## src/rtl/rect_slot_sched.sv

```systemverilog
// rect_slot_sched: round-robin arbitration of rectangle writes into a shadow
// slot table, committed atomically to the overlay once per video frame,
// with per-slot aging of rectangles that stop being refreshed.

`ifndef RECT_NUMMAX
`define RECT_NUMMAX 8
`endif
`ifndef OV5640_X
`define OV5640_X 640
`endif
`ifndef OV5640_Y
`define OV5640_Y 480
`endif
`ifndef POSITION_WIDTH
`define POSITION_WIDTH 12
`endif

module rect_slot_sched #(
  parameter int unsigned REQ_N       = 4,
  parameter int unsigned RECT_NUMMAX = `RECT_NUMMAX,
  parameter int unsigned S_W         = 4,
  parameter int unsigned FRAME_X     = `OV5640_X,
  parameter int unsigned FRAME_Y     = `OV5640_Y,
  parameter int unsigned P_W         = `POSITION_WIDTH,
  parameter int unsigned AGE_MAX     = 3
) (
  input  logic                      sys_clk,
  input  logic                      sys_rst_n,
  input  logic                      i_valid,
  input  logic [REQ_N-1:0]          req_valid,
  input  logic [REQ_N*S_W-1:0]      req_slot,
  input  logic [REQ_N*32-1:0]       req_rect,
  output logic [REQ_N-1:0]          req_ready,
  output logic [RECT_NUMMAX*32-1:0] o_item,
  output logic [RECT_NUMMAX-1:0]    o_item_mask,
  output logic                      o_frame_start,
  output logic [7:0]                o_drop_cnt
);

  localparam int unsigned PTR_W = $clog2(REQ_N);
  localparam int unsigned SI_W  = $clog2(RECT_NUMMAX);
  localparam logic [31:0] EMPTY_RECT = 32'hFFFF_0000;

  // Registered state
  logic [P_W-1:0]                cnt_x_q, cnt_x_d;
  logic [P_W-1:0]                cnt_y_q, cnt_y_d;
  logic [PTR_W-1:0]              ptr_q, ptr_d;
  logic [31:0]                   rect_q [RECT_NUMMAX];
  logic [31:0]                   rect_d [RECT_NUMMAX];
  logic [3:0]                    age_q  [RECT_NUMMAX];
  logic [3:0]                    age_d  [RECT_NUMMAX];
  logic [RECT_NUMMAX-1:0]        valid_q, valid_d;
  logic [RECT_NUMMAX-1:0]        refr_q, refr_d;
  logic [RECT_NUMMAX*32-1:0]     item_q, item_d;
  logic [RECT_NUMMAX-1:0]        mask_q, mask_d;
  logic                          fs_q, fs_d;
  logic [7:0]                    drop_q, drop_d;

  // Combinational helpers
  logic                          last_x_c, last_y_c, commit_c;
  logic                          gnt_vld_c;
  logic [PTR_W-1:0]              gnt_idx_c;
  logic [PTR_W:0]                arb_sum_c;
  logic [PTR_W-1:0]              arb_idx_c;
  logic                          wr_en_c, wr_in_range_c, wr_ok_c;
  logic [S_W-1:0]                wr_slot_c;
  logic [SI_W-1:0]               wr_idx_c;
  logic [31:0]                   wr_rect_c;

  // Frame position counter; commit on the last pixel of the frame
  always_comb begin
    last_x_c = (cnt_x_q == P_W'(FRAME_X - 1));
    last_y_c = (cnt_y_q == P_W'(FRAME_Y - 1));
    commit_c = i_valid & last_x_c & last_y_c;
    cnt_x_d  = cnt_x_q;
    cnt_y_d  = cnt_y_q;
    if (i_valid) begin
      if (last_x_c) begin
        cnt_x_d = '0;
        cnt_y_d = last_y_c ? '0 : cnt_y_q + 1'b1;
      end else begin
        cnt_x_d = cnt_x_q + 1'b1;
      end
    end
  end

  // Round-robin search from ptr; descending loop so the nearest requester wins
  always_comb begin
    gnt_vld_c = 1'b0;
    gnt_idx_c = '0;
    arb_sum_c = '0;
    arb_idx_c = '0;
    for (int i = int'(REQ_N) - 1; i >= 0; i--) begin
      arb_sum_c = {1'b0, ptr_q} + (PTR_W+1)'(i);
      if (arb_sum_c >= (PTR_W+1)'(REQ_N)) arb_sum_c = arb_sum_c - (PTR_W+1)'(REQ_N);
      arb_idx_c = arb_sum_c[PTR_W-1:0];
      if (req_valid[arb_idx_c]) begin
        gnt_vld_c = 1'b1;
        gnt_idx_c = arb_idx_c;
      end
    end
  end

  // Grant is withheld in the commit cycle so writes never race the commit
  always_comb begin
    req_ready = '0;
    if (gnt_vld_c && !commit_c) req_ready[gnt_idx_c] = 1'b1;
  end

  // Decode the granted request
  always_comb begin
    wr_en_c       = gnt_vld_c & ~commit_c;
    wr_slot_c     = req_slot[gnt_idx_c*S_W +: S_W];
    wr_rect_c     = req_rect[gnt_idx_c*32 +: 32];
    wr_idx_c      = wr_slot_c[SI_W-1:0];
    wr_in_range_c = (wr_slot_c < S_W'(RECT_NUMMAX));
    wr_ok_c       = (wr_rect_c[31:24] <= wr_rect_c[15:8]) &&
                    (wr_rect_c[23:16] <= wr_rect_c[7:0]);
  end

  // Shadow table update on writes; aging and output snapshot on commit
  always_comb begin
    ptr_d   = ptr_q;
    rect_d  = rect_q;
    age_d   = age_q;
    valid_d = valid_q;
    refr_d  = refr_q;
    item_d  = item_q;
    mask_d  = mask_q;
    drop_d  = drop_q;
    fs_d    = commit_c;

    if (wr_en_c) begin
      ptr_d = (gnt_idx_c == PTR_W'(REQ_N - 1)) ? '0 : gnt_idx_c + 1'b1;
      if (wr_in_range_c) begin
        age_d[wr_idx_c] = 4'd0;
        if (wr_ok_c) begin
          rect_d[wr_idx_c]  = wr_rect_c;
          valid_d[wr_idx_c] = 1'b1;
          refr_d[wr_idx_c]  = 1'b1;
        end else begin
          // inverted bounds act as an explicit delete
          valid_d[wr_idx_c] = 1'b0;
        end
      end else if (drop_q != 8'hFF) begin
        drop_d = drop_q + 8'd1;
      end
    end

    if (commit_c) begin
      for (int k = 0; k < int'(RECT_NUMMAX); k++) begin
        if (!refr_q[k] && valid_q[k]) begin
          age_d[k] = age_q[k] + 4'd1;
          if ((age_q[k] + 4'd1) == 4'(AGE_MAX)) valid_d[k] = 1'b0;
        end
        refr_d[k]          = 1'b0;
        mask_d[k]          = valid_d[k];
        item_d[k*32 +: 32] = valid_d[k] ? rect_q[k] : EMPTY_RECT;
      end
    end
  end

  // State registers
  always_ff @(posedge sys_clk or negedge sys_rst_n) begin
    if (!sys_rst_n) begin
      cnt_x_q <= '0;
      cnt_y_q <= '0;
      ptr_q   <= '0;
      for (int k = 0; k < int'(RECT_NUMMAX); k++) begin
        rect_q[k] <= '0;
        age_q[k]  <= '0;
      end
      valid_q <= '0;
      refr_q  <= '0;
      item_q  <= {RECT_NUMMAX{EMPTY_RECT}};
      mask_q  <= '0;
      fs_q    <= 1'b0;
      drop_q  <= '0;
    end else begin
      cnt_x_q <= cnt_x_d;
      cnt_y_q <= cnt_y_d;
      ptr_q   <= ptr_d;
      rect_q  <= rect_d;
      age_q   <= age_d;
      valid_q <= valid_d;
      refr_q  <= refr_d;
      item_q  <= item_d;
      mask_q  <= mask_d;
      fs_q    <= fs_d;
      drop_q  <= drop_d;
    end
  end

  assign o_item        = item_q;
  assign o_item_mask   = mask_q;
  assign o_frame_start = fs_q;
  assign o_drop_cnt    = drop_q;

endmodule
```

## config.mk

```make
export PLATFORM = sky130hd
export DESIGN_NAME = rect_slot_sched
export DESIGN_NICKNAME = d
export VERILOG_FILES = /design/src/rtl/rect_slot_sched.sv
export SDC_FILE = /design/constraint.sdc
export NUM_CORES = 1
export LEC_CHECK = 0
export ABC_AREA = 1
export CORE_MARGIN = 2
export CORE_UTILIZATION = 35
export DETAILED_ROUTE_END_ITERATION = 16
export MAX_ROUTING_LAYER = met4
export SLEW_MARGIN = 5
export SYNTH_ARGS = -nofsm -noshare
export SYNTH_HDL_FRONTEND = slang
export SYNTH_SLANG_ARGS = --single-unit
```

## constraint.sdc

```tcl
create_clock -name sys_clk -period 5.5 [get_ports sys_clk]
set_input_delay 0.825 -clock sys_clk [delete_from_list [all_inputs] [get_ports sys_clk]]
set_output_delay 0.825 -clock sys_clk [all_outputs]
set_load 0.03 [all_outputs]
```

After elaboration in Yosys (flattened, before gate mapping)
Index checks and enable logic that the tools add are counted.
{"block": "totals", "ff_bits": 603, "latch_bits": 0, "ram_bits": 0, "mem_bits_ro": 0, "in_bits": 151, "output_inout_bits": 277, "word_cells": 200, "memories": 0}
{"block": "classes", "addsub": 19, "mul": 0, "div": 0, "n_lt_le_gt_ge": 17, "n_eq_ne": 12, "shifts": 2, "n_mux": 84, "bitwise_logic": 12, "reduce_logical": 29}
{"cell": "2-to-1 mux 32 bit", "count": 12}
{"cell": "bitwise mux 256 bit", "count": 1}
{"cell": "indexed part select 128 x 8 -> 32 bit", "count": 1}
{"cell": "demux 32 bit (select 3 bit)", "count": 1}
{"cell": "2-to-1 mux 8 bit", "count": 8}
{"cell": "2-to-1 mux 4 bit", "count": 10}
{"cell": "2-to-1 mux 1 bit", "count": 34}
{"cell": "adder 4 x 1 -> 4 bit, second input constant", "count": 8}
{"cell": "AND 32 bit", "count": 1}
{"cell": "== test 4 x 2 -> 1 bit, second input constant", "count": 8}
{"cell": "inverter 32 bit", "count": 1}
{"cell": "adder 12 x 1 -> 12 bit, second input constant", "count": 2}
{"cell": "2-to-1 mux 12 bit", "count": 2}
{"cell": "2-to-1 mux 2 bit", "count": 9}
{"cell": "less-or-equal comparator 8 bit", "count": 2}
{"cell": "OR 8 bit", "count": 2}
{"cell": "indexed part select 16 x 5 -> 4 bit", "count": 1}
{"cell": "< comparator 2 x 3 -> 1 bit, second input constant", "count": 5}
{"cell": "logical AND 1 bit", "count": 13}
{"cell": "demux 4 bit (select 3 bit)", "count": 1}
{"cell": "== test 12 x 10 -> 1 bit, second input constant", "count": 1}
{"cell": "== test 12 x 9 -> 1 bit, second input constant", "count": 1}
{"cell": "greater-or-equal comparator 3 bit, second input constant", "count": 3}
{"cell": "logical NOT 1 bit", "count": 9}
{"cell": "other kinds (25)", "count": 39}

Longest topological paths before layout
Gate-level depths: netlist (run 1).
{"block": "depth", "word_depth": 23, "mapped_depth": 33, "depth_no_buf": 30}

Worst setup path before layout (run 1)
OpenSTA, ideal clock, no wires.
{"block": "synth_timing", "kind": "input -> register", "from": "input port req_valid[3]", "to": "register rect_q[233] (netlist name)", "setup_time_ns": 0.133, "t_arrival_ns": 3.949, "t_required_ns": 5.367, "slack_ns": 1.417, "path_stages": 29, "path_buffers": 4, "cell_sequence": "inv_1 -> nand2_1 -> nand3_1 -> nand2_1 -> inv_2 -> nand2_2 -> nand2_4 -> nand2_4 -> buf_6 -> buf_2 -> or2_2 -> o211ai_1 -> o21a_1 -> inv_1 -> ha_1 -> nand2_1 -> inv_1 -> a221oi_1 -> o21ai_0 -> o41ai_1 -> nand2_1 -> inv_1 -> nand2_4 -> inv_6 -> nand2_2 -> buf_6 -> buf_4 -> nand2_1 -> o21ai_0"}
{"block": "synth_via", "elab_cells_between_ends": 31, "classes_between": "order compare: 5; shift: 2; mux: 19; bitwise: 2; reduce/logical: 3"}
{"item": "start: declaration", "line_no": "30", "rtl": "input logic [REQ_N-1:0] req_valid,"}
{"item": "binary-select mux 1 bit (select 2 bit)", "line_no": "97", "rtl": "if (req_valid[arb_idx_c]) begin"}
{"item": "2-to-1 mux 1 bit (not written as such)", "line_no": "97"}
{"item": "2-to-1 mux 2 bit (3 in a row)", "line_no": "97"}
{"item": "2-to-1 mux 2 bit *", "line_no": "97"}
{"item": "indexed part select 128 x 8 -> 32 bit *", "line_no": "114", "rtl": "wr_rect_c = req_rect[gnt_idx_c*32 +: 32];"}
{"item": "via wr_rect_c[30]", "line_no": "68", "rtl": "logic [31:0] wr_rect_c;"}
{"item": "less-or-equal comparator 8 bit *", "line_no": "117", "rtl": "wr_ok_c = (wr_rect_c[31:24] <= wr_rect_c[15:8]) &&"}
{"item": "logical AND 1 bit *", "line_no": "117"}
{"item": "AND reduction 3 bit (no source line) *"}
{"item": "end signal: assignment", "line_no": "183", "rtl": "rect_q <= rect_d;"}
{"item": "end: declaration", "line_no": "48", "rtl": "logic [31:0] rect_q [RECT_NUMMAX];"}
The timed path passes the listed nets; every way through them passes the cells marked *. The select of a mux whose other input is x is not followed.
A chain may end at the register's enable or synchronous reset.

Final worst setup path (run 1)
{"block": "layout_timing", "from": "input port req_valid[1]", "to": "register item_q[252] (netlist: o_item[252])"}
{"block": "layout_via", "elab_cells_between_ends": 38, "classes_between": "order compare: 5; shift: 2; mux: 25; bitwise: 4; reduce/logical: 2"}
{"item": "binary-select mux 1 bit (select 2 bit)", "line_no": "97"}
{"item": "2-to-1 mux 1 bit (not written as such)", "line_no": "97"}
{"item": "2-to-1 mux 2 bit (3 in a row)", "line_no": "97"}
{"item": "2-to-1 mux 2 bit *", "line_no": "97"}
{"item": "indexed part select 128 x 8 -> 32 bit *", "line_no": "114"}
{"item": "via wr_rect_c[27]", "line_no": "68"}
{"item": "less-or-equal comparator 8 bit *", "line_no": "117"}
{"item": "logical AND 1 bit *", "line_no": "117"}
{"item": "2-to-1 mux 8 bit *", "line_no": "137", "rtl": "if (wr_ok_c) begin"}
{"item": "2-to-1 mux 8 bit *", "line_no": "135", "rtl": "if (wr_in_range_c) begin"}
{"item": "2-to-1 mux 8 bit *", "line_no": "133", "rtl": "if (wr_en_c) begin"}
{"item": "2-to-1 mux 1 bit", "line_no": "154", "rtl": "if ((age_q[k] + 4'd1) == 4'(AGE_MAX)) valid_d[k] = 1'b0;"}
{"item": "2-to-1 mux 1 bit *", "line_no": "152", "rtl": "if (!refr_q[k] && valid_q[k]) begin"}
{"item": "2-to-1 mux 1 bit *", "line_no": "150", "rtl": "if (commit_c) begin"}
{"item": "2-to-1 mux 32 bit *", "line_no": "158", "rtl": "item_d[k*32 +: 32] = valid_d[k] ? rect_q[k] : EMPTY_RECT;"}
{"item": "end signal: assignment", "line_no": "175", "rtl": "item_q <= {RECT_NUMMAX{EMPTY_RECT}};"}
{"item": "end signal: assignment", "line_no": "187", "rtl": "item_q <= item_d;"}
{"item": "end: declaration", "line_no": "54", "rtl": "logic [RECT_NUMMAX*32-1:0] item_q, item_d;"}
Marked as above.

==> results.txt, run 1 <==
Peak VDD IR = 0.0004820 V
Critical Path Most Common Cell = nand2_1
RSZ-0062 raised after global routing = no
Clk_lat worst skew = 610 ps
Number of fill cells in the layout = 7494
Initial Util = 35.23%
Htree depth = 3
Sequential fraction of the synthesis area = 56.07%
Total congestion overflow = 0
Synth Register Bits = 603
Critical path launch point type = primary input
Synth Area in XOR/XNOR = 0.9983%
Synth Area in Simple Gates = 24.16%
Cells after Synth = 3073
Chip width = 282.8 µm
Worst clock skew = 24.72 ps
Combinational group share of total power = 48.5%
Nets = 3686
Hold Path Class = in -> async
Worst reg2reg path depth = 26
Hold Buf Count CTS = 0
Die area = 0.07996 mm²
CTS Root Cell = clkbuf_16
Worst Tran Pin Value = 1008 ps
Synth Area in Adders = 1.794%
Required @ worst endpoint = 6020 ps
Post-DP Area = 0.03261 mm²
Max Fclk = 218.2 MHz
GPL Wtd Cong = 0.9277
Crit path DAT = 5100 ps
Sw Ratio = 46.70%
Clock power share = 22.3%
Core Rows = 102
Compound-Gate Fraction of Synth Area = 8.451%
Resized Gates After CTS = 0
CP max stage delay = 510 ps
Final Max Tran Viols = 0
Largest family of logic cells by synthesized area = simple AND/OR/NAND/NOR gates
Tcrit/Tclk final = 83.33%
Crit-path max FO = 68
PortBufs = 427
Num CTS Buffers = 69
Drt total wl = 88170 µm
CTS Sinks = 603
Final TNS setup = 0 ps
Vias = 21943
Cell Int Power = 10690 µW
N_diodes = 0
Area grow syn2layout = 27.89%
Total GRT Usage = 22.84%
Max Cap Viol = 0
Hold Vio Cnt, Final = 0
Initial DRT Pass Iterations = 5
Clock Path Buffers = 3
DRC violations left = 0
Fin area = 0.03478 mm²
Post-route ant nets = 0
Multiplexer area fraction after synthesis = 0.04140%
P_sw = 9361 µW
Min Clock Period, post-route = 4583 ps
Setup Fix Bufs, Post-CTS = 0
Synthesized cell area = 0.02720 mm²
Global-route wire length before repair = 133000 µm
Largest net degree at the start of global routing = 124
Syn Nets = 3263
Static Leak = 0.01733 µW
R2R Setup Slk = 970 ps
Status = completed
# setup viols final = 0
Die height = 282.8 µm
Initial DRC Count = 1771
Fraction of layout cells with a size suffix above 1 = 14.69%
Post-DP HPWL = 59900 µm
Vias in the first global route = 21300
Top FF cell, synth = dfrtp_1
Leading cell type in the layout, fill and taps excluded = nand2_1
Worst reg2reg path startpoint = ptr_q[0]
TritonCTS clock tree = yes
Reg-to-reg endpoint = o_item[252]
Drt wl/cell = 19.23 µm
Vias/cell = 4.785
Critical Path End = o_item[252]
Pwr dens = 576.3 mW/mm²
Syn. warnings = 0
Core region area = 0.07721 mm²
Critical path origin = req_valid[1]
Commonest cells after routing, fill and taps aside = nand2_1, dfrtp_1, clkdlybuf4s50_1, inv_1, nand3_1
Slew HR = 32.82%
Power share of the sequential group = 29.1%
Post-synth cell types = 50
Syn Area/Cell = 8.851 µm²
Worst setup EP type = flop
Clock Pin Slew Worst Setup and Hold Paths = 60 ps
Asr flop ratio synth = 100.0%
Crit Path Class = in -> reg
Max stage delay cell, worst path = clkdlybuf4s50_1
Num ports = 428
EDFF count, synth = 0
Antenna violations before repair = 9
## synth_stat cells, drive strengths merged, types with 2 or more instances
| master | n | area (µm²) |
|---|---|---|
| nand4 | 5 | 31.28 |
| and3 | 2 | 12.51 |
| or2 | 136 | 850.8 |
| o21a | 8 | 60.06 |
| a32oi | 10 | 155.1 |
| clkbuf | 70 | 262.8 |
| nor4 | 6 | 37.54 |
| nor3 | 17 | 90.09 |
| buf | 83 | 676.9 |
| a22oi | 8 | 75.08 |
| dfrtp | 475 | 11890 |
| nand3b | 2 | 15.01 |
| dfstp | 128 | 3363 |
| a32o | 15 | 150.1 |
| nand3 | 333 | 1699 |
| ha | 39 | 488.0 |
| a21oi | 56 | 280.3 |
| xnor2 | 6 | 52.55 |
| nor2 | 87 | 362.8 |
| o21ai | 291 | 1456 |
| inv | 361 | 1365 |
| xor2 | 25 | 219.0 |
| o211ai | 8 | 60.06 |
| nand2 | 892 | 3466 |
## state kept, by name, indices dropped and copies added, names as in the netlist
| register | count |
|---|---|
| age_q | 32 |
| cnt_x_q | 12 |
| cnt_y_q | 12 |
| o_drop_cnt | 8 |
| o_frame_start | 1 |
| o_item | 256 |
| o_item_mask | 8 |
| ptr_q | 2 |
| rect_q | 256 |
| refr_q | 8 |
| valid_q | 8 |
## critical path: cells and delay by family
kind | cells | cell delay, ps
AO/OA/AOI/OAI | 6 | 830
AND/OR/NAND/NOR | 13 | 1810
adder cells (fa/ha/maj) | 1 | 300
buffers and inverters | 7 | 1270
## cells by family (layout without fill, tap and decap cells)
kind of cell | after synthesis | count (layout)
fa+ha+maj | 39 | 39
xor+xnor | 31 | 31
compound gates | 403 | 403
buf+inv | 515 | 988
simple gates | 1481 | 1481
mux | 1 | 1
flops | 603 | 603
## power groups by stage
stage	registers, µW	logic (µW)	clock network [µW]
2_1_floorplan	5810	5430	0
3_3_place_gp	5880	9760	0
3_5_place_dp	5900	9820	0
4_1_cts	5830	9850	4600
5_1_grt	5940	10600	4790
6_report	5840	9730	4480
## stage by stage
stage          std cells  power (µW)  hold slack (ps)  util, %  setup WS (ps)
2_1_floorplan       3073       11240            446.0        -           1417
3_3_place_gp        4465       15640            460.8    42.23          432.4
3_5_place_dp        4465       15720            465.2    42.23          314.8
4_1_cts             4586       20290            351.4    45.05          953.1
5_1_grt             4586       21340            372.8    45.05          584.7
6_report            4586       20050            287.9    45.05          916.6
## how the worst min path moves through the flow
stage	start	endpoint	slack (ps)	cells after the start
floorplan	cnt_x_q[11]	cnt_x_q[11]	450	1
global placement	o_item_mask[5]	o_item_mask[5]	460	2
detailed placement	o_item[129]	o_item[129]	470	2
CTS	sys_rst_n	o_item[101]	350	1
global route	sys_rst_n	o_item[131]	370	1
finish	sys_rst_n	o_item[101]	290	1
## final cells by class
cell class                      instances  area, µm²  share of cell area [%]
Timing Repair Buffer                  505       5002                   14.38
Inverter                              362       1370                   3.939
Sequential cell                       603      15250                   43.84
Clock buffer                          103       1977                   5.683
Multi-Input combinational cell       1955       9683                   27.84
Clock inverter                         18      200.2                  0.5755
Tap cell                             1040       1301                   3.741
## metal layers
| layer | share of wire, % | track usage [%] | vias up |
|---|---|---|---|
| met5 | 0 | - | - |
| met4 | 3.8 | 8.235 | 0 |
| met3 | 5.3 | 3.886 | 169 |
| met2 | 46 | 34.56 | 607 |
| met1 | 45 | 30.90 | 10579 |
| li1 | - | - | 10588 |
(Power assumes the default switching activity.)
==> run 2: changes to the inputs <==
clock period = 4.4 ns   (was 5.5 ns; I/O delays follow)
==> run 2 against run 1 <==
  * Core utilization increased by 1.3 points
  * Wire length decreased by 0.60%
  * Critical path depth decreased by 12
  * Via count increased by 0.71%
  * Hold slack got worse by 130 ps
  * First-iteration DRC count increased by 11%
  * Setup slack got worse by 510 ps
  * Critical endpoint is now req_ready[1]
==> results.txt, run 2 (synthesis gave the netlist of run 1 again) <==
Required @ worst endpoint = 3740 ps (-2280 ps)
Max Cap Viol = 0 (unchanged)
Hold Buf Count CTS = 0 (unchanged)
Total GRT Usage = 22.75% (-0.092 points)
Die height = 282.8 µm (unchanged)
Fin area = 0.03580 mm² (+2.9%)
Pwr dens = 734.5 mW/mm² (+27%)
Initial Util = 35.23% (unchanged)
Clock Pin Slew Worst Setup and Hold Paths = 60 ps (about the same)
Static Leak = 0.01789 µW (+3.2%)
Tcrit/Tclk final = 90.79%
Final Max Tran Viols = 0 (unchanged)
Post-layout util = 46.37% (+1.3 points)
Nets = 3770 (+2.3%)
Hold Vio Cnt, Final = 0 (unchanged)
Slew HR = 30.73% (-2.1 points)
Worst setup EP type = output port
Clock power share = 21.6% (-0.7 points)
Drt wl/cell = 18.73 µm (-2.6%)
Power share of the sequential group = 27.7% (-1.4 points)
Post-DP HPWL = 61400 µm (+2.5%)
Peak VDD IR = 0.0006304 V (+31%)
Num CTS Buffers = 68 (-1.4%)
Post-DP Area = 0.03354 mm² (+2.9%)
Fraction of layout cells with a size suffix above 1 = 17.08% (+2.4 points)
Setup Fix Bufs, Post-CTS = 0 (unchanged)
Core Rows = 102 (unchanged)
Vias/cell = 4.722 (-1.3%)
Pre-CTS WS = -180.1 ps (-494.8 ps)
Crit Path Class = in -> out
PortBufs = 427 (unchanged)
Drt total wl = 87640 µm (-0.60%)
Final WS setup = 405.0 ps (-511.6 ps)
Resized Gates After CTS = 0 (unchanged)
Leading cell type in the layout, fill and taps excluded = nand2_1
Htree depth = 3 (unchanged)
Total congestion overflow = 0 (unchanged)
Die area = 0.07996 mm² (unchanged)
Clock Path Buffers = 3 (unchanged)
Antenna violations before repair = 6 (-3)
Post-route ant nets = 0 (unchanged)
Number of fill cells in the layout = 7365 (-1.7%)
Chip width = 282.8 µm (unchanged)
Hold Path Class = in -> async
Initial DRC Count = 1969 (+11%)
Crit-path max FO = 13 (-81%)
Clk_lat worst skew = 620 ps (about the same)
Worst clock skew = 33.15 ps (+8.434 ps)
Worst reg2reg path depth = 31 (+19%)
Global-route wire length before repair = 132600 µm (-0.31%)
Vias in the first global route = 21472 (+0.81%)
Vias = 22099 (+0.71%)
Critical path launch point type = primary input
CTS Sinks = 603 (unchanged)
Cell Int Power = 14350 µW (+34%)
Status = completed
P_sw = 11950 µW (+28%)
GPL Wtd Cong = 0.9467 (+2.0%)
DRC violations left = 0 (unchanged)
RSZ-0062 raised after global routing = no
Combinational group share of total power = 50.7% (+2.2 points)
# setup viols final = 0 (unchanged)
Max Fclk = 250.3 MHz
Largest net degree at the start of global routing = 114 (-8.1%)
Commonest cells after routing, fill and taps aside = nand2_1, dfrtp_1, clkdlybuf4s50_1, inv_1, nand3_1
Num ports = 428 (unchanged)
Sw Ratio = 45.44% (-1.3 points)
Core region area = 0.07721 mm² (unchanged)
TritonCTS clock tree = yes
Area grow syn2layout = 31.63%
Worst Tran Pin Value = 1039 ps (+31.33 ps)
Initial DRT Pass Iterations = 6 (+1)
Crit path DAT = 3330 ps (-1770 ps)
CTS Root Cell = clkbuf_16
Min Clock Period, post-route = 3995 ps
run 2: cell types whose count changed in the layout (fill, tap and decap cells not counted), sizes merged:
| cell | previous run | this run |
|---|---|---|
| clkbuf | 103 | 95 |
| clkdlybuf4s50 | 426 | 424 |
| clkinv | 13 | 25 |
| bufinv | 3 | 4 |
| diode | 0 | 5 |
| inv | 362 | 361 |
| buf | 79 | 166 |
run 2: layer usage:
metal | track usage (%) | vias up | wire length (µm)
met2 | 34.86 | 621 | 40470
met5 | - | - | 0
met1 | 30.94 | 10577 | 39570
met4 | 7.353 | 0 | 2587
met3 | 3.557 | 139 | 5017
li1 | - | 10762 | -
run 2: layout make-up:
| cell class | count | area [µm²] | share of cell area [%] |
|---|---|---|---|
| multi-input cells | 1955 | 9683 | 27.05 |
| repair buffers | 590 | 5936 | 16.58 |
| well taps | 1040 | 1301 | 3.635 |
| inverters | 362 | 1371 | 3.830 |
| clock inverters | 30 | 332.8 | 0.9296 |
| clock buffers | 95 | 1913 | 5.344 |
| diodes | 5 | 12.51 | 0.03495 |
| flip-flops and latches | 603 | 15250 | 42.60 |
run 2: power by group through the flow:
stage          Combinational [µW]  Sequential [µW]  Clock, µW
4_1_cts                     13500             7280       5830
5_1_grt                     14500             7430       6060
3_3_place_gp                13300             7340          0
3_5_place_dp                13400             7360          0
6_report                    13300             7290       5680
2_1_floorplan                6780             7270          0
run 2: worst paths after layout:
kind | start | endpoint | slack [ps]
hold / removal | sys_rst_n | o_item[97] | 160
max in group asynchronous | sys_rst_n | o_item[215] | 3200
min in group sys_clk | o_item[43] | o_item[43] | 480
setup / recovery | req_valid[1] | req_ready[1] | 410
setup reg to reg | ptr_q[0] | rect_q[181] | 440
hold reg to reg | o_item[43] | o_item[43] | 480
run 2: critical path: stages:
cell and delay (ps):
clkdlybuf4s50_1 500, inv_1 50, nand2_1 100, nand2_1 70, nor2_1 90, nor2_1 50, o21ai_1 160, nand2_1 80
nand2_2 110, buf_4 220, buf_4 140, ha_1 130, inv_1 40, nor2_1 200, clkdlybuf4s50_1 730
run 2: metrics by stage:
stage	cells	TNS [ps]	total power, µW	hold slack, ps
after global routing	4676	0	27940	246.8
after detailed placement	4550	-20790	20760	464.2
final	4680	0	26290	157.7
after CTS	4675	0	26570	190.4
after floorplan	3073	0	14050	364.4
after global placement	4550	-16600	20680	461.8
